### config.mk
export PLATFORM = sky130hd
export DESIGN_NAME = inst_fetch
export DESIGN_NICKNAME = d
export VERILOG_FILES = /design/src/rtl/inst_fetch.sv
export SDC_FILE = /design/constraint.sdc
export NUM_CORES = 1
export LEC_CHECK = 0
export BUFFER_PORTS_ARGS = -buffer_cell sky130_fd_sc_hd__buf_2
export CAP_MARGIN = 20
export CORE_MARGIN = 2
export CORE_UTILIZATION = 54
export CTS_CLUSTER_DIAMETER = 60
export CTS_CLUSTER_SIZE = 24
export DETAILED_ROUTE_END_ITERATION = 10
export GPL_ROUTABILITY_DRIVEN = 0
export PLACE_DENSITY = 0.92
export SYNTH_ARGS = -nofsm -noshare
export SYNTH_HDL_FRONTEND = slang
export SYNTH_SLANG_ARGS = --single-unit
### constraint.sdc
create_clock -name clk -period 5 [get_ports clk]
set_input_delay 0.5 -clock clk [delete_from_list [all_inputs] [get_ports clk]]
set_output_delay 0.5 -clock clk [all_outputs]
set_load 0.005 [all_outputs]
### src/rtl/inst_fetch.sv
// Instruction fetch front end: issues single outstanding word reads at the fetch PC,
// buffers {pc, inst} pairs in a small FIFO for decode, and handles redirects.
module inst_fetch #(
  parameter logic [31:0] RESET_PC   = 32'h0,
  parameter int          FIFO_DEPTH = 2,
  parameter logic [31:0] PC_INCR    = 32'd4
) (
  input  logic        clk,
  input  logic        reset,
  input  logic        redirect,
  input  logic [31:0] redirect_pc,
  input  logic        stall,
  output logic        imem_req,
  output logic [31:0] imem_addr,
  input  logic        imem_rvalid,
  input  logic [31:0] imem_rdata,
  output logic        fetch_valid,
  output logic [31:0] fetch_inst,
  output logic [31:0] fetch_pc
);

  localparam int PTR_W = (FIFO_DEPTH > 2) ? $clog2(FIFO_DEPTH) : 1;
  localparam int CNT_W = $clog2(FIFO_DEPTH + 1);

  typedef enum logic [1:0] {
    S_IDLE,
    S_WAIT,
    S_DRAIN
  } state_t;

  state_t             r_state;
  state_t             w_next_state;
  logic [31:0]        r_fpc;
  logic [31:0]        w_next_fpc;
  logic [CNT_W-1:0]   r_count;
  logic [PTR_W-1:0]   r_wr_ptr;
  logic [PTR_W-1:0]   r_rd_ptr;
  logic [31:0]        r_fifo_pc   [FIFO_DEPTH];
  logic [31:0]        r_fifo_inst [FIFO_DEPTH];

  logic w_outstanding;
  logic w_room;
  logic w_push;
  logic w_pop;

  // Room counts the in-flight read so its response always has a slot.
  assign w_outstanding = (r_state != S_IDLE);
  assign w_room        = (int'(r_count) + int'(w_outstanding)) < FIFO_DEPTH;

  assign imem_req  = (r_state == S_IDLE) & w_room & ~redirect & ~reset;
  assign imem_addr = r_fpc;

  assign w_push = (r_state == S_WAIT) & imem_rvalid & ~redirect;
  assign w_pop  = fetch_valid & ~stall & ~redirect;

  // NOTE: every variable gets a default before the case so no path leaves it unassigned (no latch).
  always_comb begin
    w_next_state = r_state;
    w_next_fpc   = r_fpc;
    case (r_state)
      S_IDLE: begin
        if (redirect) begin
          w_next_fpc = redirect_pc;
        end else if (imem_req) begin
          w_next_state = S_WAIT;
        end
      end
      S_WAIT: begin
        if (redirect) begin
          w_next_fpc   = redirect_pc;
          w_next_state = imem_rvalid ? S_IDLE : S_DRAIN;
        end else if (imem_rvalid) begin
          w_next_fpc   = r_fpc + PC_INCR;
          w_next_state = S_IDLE;
        end
      end
      S_DRAIN: begin
        if (redirect) begin
          w_next_fpc = redirect_pc;
        end
        if (imem_rvalid) begin
          w_next_state = S_IDLE;
        end
      end
      default: w_next_state = S_IDLE;
    endcase
  end

  // NOTE: state registers use non-blocking assignments so every flop samples pre-edge values.
  always_ff @(posedge clk or posedge reset) begin
    if (reset) begin
      r_state <= S_IDLE;
      r_fpc   <= RESET_PC;
    end else begin
      r_state <= w_next_state;
      r_fpc   <= w_next_fpc;
    end
  end

  always_ff @(posedge clk or posedge reset) begin
    if (reset) begin
      r_count  <= '0;
      r_wr_ptr <= '0;
      r_rd_ptr <= '0;
    end else if (redirect) begin
      r_count  <= '0;
      r_wr_ptr <= '0;
      r_rd_ptr <= '0;
    end else begin
      if (w_push) r_wr_ptr <= r_wr_ptr + PTR_W'(1);
      if (w_pop)  r_rd_ptr <= r_rd_ptr + PTR_W'(1);
      case ({w_push, w_pop})
        2'b10:   r_count <= r_count + CNT_W'(1);
        2'b01:   r_count <= r_count - CNT_W'(1);
        default: r_count <= r_count;
      endcase
    end
  end

  // NOTE: the storage array is not reset; the count gates visibility so stale contents never escape.
  always_ff @(posedge clk) begin
    if (w_push) begin
      r_fifo_pc[r_wr_ptr]   <= r_fpc;
      r_fifo_inst[r_wr_ptr] <= imem_rdata;
    end
  end

  assign fetch_valid = (r_count != '0);
  assign fetch_inst  = fetch_valid ? r_fifo_inst[r_rd_ptr] : 32'h0;
  assign fetch_pc    = fetch_valid ? r_fifo_pc[r_rd_ptr]   : 32'h0;

endmodule

==> results.toml <==
[drt]
drtIter0Drc = 706
firstDrtPassIters = 6
drtAntennaViolNets = 0
drt_wl_total_um = 17500
post_drt_wl_per_cell_um = 19.1
vias_per_cell = 5.94
drc = 0
vias = 5470

[pwr]
combinationalPowerShare_pct = 9.8
pwr-share-seq_pct = 50.8
p_switching_mw = 0.813
clockPowerShare_pct = 39.4
power.internal_mw = 2.48
p_leak_nw = 3.42
swShare_pct = 24.7
irDropWorstVdd_mv = 0.188
p_per_area_mw_per_mm2 = 367

[placed_design]
portBuffers = 166
pre_cts_slack_ps = 2130
dp_hpwl_um = 11300

[timing]
fin_tns_setup_ps = 0
setup_violations = 0
max_freq_ghz = 0.354
setup_slack_ps = 2180
final_min_period_over_clock_period_pct = 56.5
skew_ps = 7.06
tightestPinTransition_ps = 1060
hold_viol = 0
holdWs_ps = 191
period_minus_slack_ps = 2820
relSlewSlack_pct = 28.7
drv_slew = 0
rsz0062_at_grt = "false"

[critical_path]
critPathLaunchType = "flop"
required_ps = 4500
critPathKind = "flop to output pin"
worstSetupEndpointType = "output pin"
max_stage_delay_ps = 700
crit_fanout = 47
cp_slowest_cell = "buf_4"
path_cells = "buf_4, mux2i_1, nor2_1, buf_2"
cp.arrival_ps = 2320

[clock_tree]
cts_buffers = 17
clockRootBuffer = "clkbuf_16"
cts.clk_slew.worst_paths_ps = 60
cts_setup_buffers = 0
cts.sinks = 166
cts_buffer_depth = 2
clk_latency_ps = 420
post_cts_resized = 0
h-tree-depth = 4
tritoncts = "built"
cts-hold-fix-buffers = 0

[floorplanning]
fp-row-count = 42
die_h_um = 121
core-area_mm2 = 0.0132
initial_core_util_pct = 55.4
die_area_mm2 = 0.0145
ios = 167
die_x_um = 121

[global_route]
grt_overflow = 0
grt_pass1_wl_um = 26600
grt_pass1_vias = 5242
grt_max_degree = 65
antenna_found_initial = 0
grt_usage_pct = 24.0

[synth]
postSynthAreaPerCell_um2 = 12.8
async_flop_share_pct = 22.9
synth_top_area_share_pct = 52.4
synth_edf_count = 128
ys_types = 58
yosysSeqAreaShare_pct = 65.3
syn_area_mm2 = 0.00734
synth_fp_nets = 644
synth-seq-cells = 166
yosys-top-cells-area = "edfxtp_1 (52%), dfrtp_1 (13%), mux2i_1 (9.1%)"
syn_inst = 574
synth_ff_type = "edfxtp_1"
synth_area_leader_cell = "edfxtp_1"
synth_warnings = 0

[run_status]
outcome = "finished clean"

[run]
maxCapViolations = 0

[layout]
fillers = 946
antenna_cells = 0
finalNetCount = 802
layout-drive-gt1-share_pct = 29.8
area_growth_pct = 22.2

[min_path]
hp-class = "input pin to asynchronous set/reset pin"
## worst max-delay path, delay by kind of cell (launching register included)
kind          cells  cell delay (ps)
buf+inv           2              850
flops             1              650
mux               1              280
simple gates      1               70
## layout make-up
| type | count | area (µm²) | area share [%] |
|---|---|---|---|
| clock inverters | 11 | 125 | 1.40 |
| clock buffers | 21 | 470 | 5.25 |
| well taps | 176 | 220 | 2.46 |
| inverters | 8 | 30.0 | 0.335 |
| repair buffers | 175 | 938 | 10.5 |
| flip-flops and latches | 166 | 4800 | 53.5 |
| multi-input cells | 364 | 2390 | 26.6 |
## through the flow
step	power, mW	instances	instance area (µm²)	util, %
final	3.29	921	8970	67.7
after global routing	3.39	921	8970	67.7
after CTS	3.29	917	8900	67.2
after detailed placement	2.00	885	8300	62.7
after global placement	1.98	885	8300	62.7
after floorplan	1.84	574	7340	-
## flip-flops by register name, indices dropped and copies added (netlist names)
| name | flops |
|---|---|
| r_fifo_pc | 64 |
| r_rd_ptr | 1 |
| r_fifo_inst | 64 |
| r_wr_ptr | 1 |
| r_state | 2 |
| r_count | 2 |
| imem_addr | 32 |
## logic make-up after synthesis
kind of cell	Yosys count	share of synthesized area [%]
buf+inv	44	2.44
flops	166	65.3
fa+ha+maj	1	0.170
mux	68	9.29
compound gates	89	8.40
simple gates	204	14.1
xor+xnor	2	0.239
## power groups by stage
stage | registers [mW] | logic (mW) | clock network, mW
after floorplan | 1.65 | 0.191 | 0
after global placement | 1.69 | 0.298 | 0
after detailed placement | 1.69 | 0.310 | 0
after CTS | 1.67 | 0.313 | 1.31
after global routing | 1.68 | 0.353 | 1.36
final | 1.67 | 0.323 | 1.30
## worst paths after layout
kind | slack (ps) | from | depth (start not counted) | end
worst max-delay path | 2180 | r_rd_ptr$_DFFE_PP0P_ | 4 | fetch_pc[0]
worst min-delay path | 190 | reset | 3 | r_state[1]$_DFFE_PP0P_
worst max register to register | 2490 | imem_addr[2]$_DFFE_PP0P_ | 5 | imem_addr[28]$_DFFE_PP0P_
worst min register to register | 510 | imem_addr[1]$_DFFE_PP0P_ | 0 | r_fifo_pc[0][1]$_DFFE_PP_
max in group asynchronous | 4390 | reset | 3 | r_rd_ptr$_DFFE_PP0P_
min in group clk | 260 | imem_rdata[24] | 1 | r_fifo_inst[1][24]$_DFFE_PP_
## metal layers
metal	global-route usage, %	vias up	part of all wire [%]
met4	10.0	0	2.3
li1	-	2496	-
met3	5.75	57	9.4
met1	30.7	2582	39
met5	0	-	0
met2	39.5	335	49
## synth_stat cells (4+ instances only)
cell,number
nor3_1,8
nor2_1,93
inv_1,8
a21oi_1,13
a31oi_1,5
a32oi_1,4
and4_1,6
buf_2,9
edfxtp_1,128
nand4_1,14
nor4_1,9
a311oi_1,4
o21ai_0,23
o22ai_1,4
and2_1,7
or3_1,5
a2bb2oi_1,4
dfrtp_1,38
nand3_1,13
nand2_1,26
a211oi_1,9
and3_1,4
clkbuf_1,18
mux2i_1,67
buf_1,7
## placed cells by master (no fill, tap or decap), types with 13 or more instances in the layout
master,instances
dfrtp_1,37
mux2i_1,67
buf_2,166
a21oi_1,13
nand3_1,13
o21ai_0,23
nand2_1,26
clkbuf_16,17
edfxtp_1,128
nor2_1,91
nand4_1,14
No activity file was read; power rests on OpenSTA's default activity.
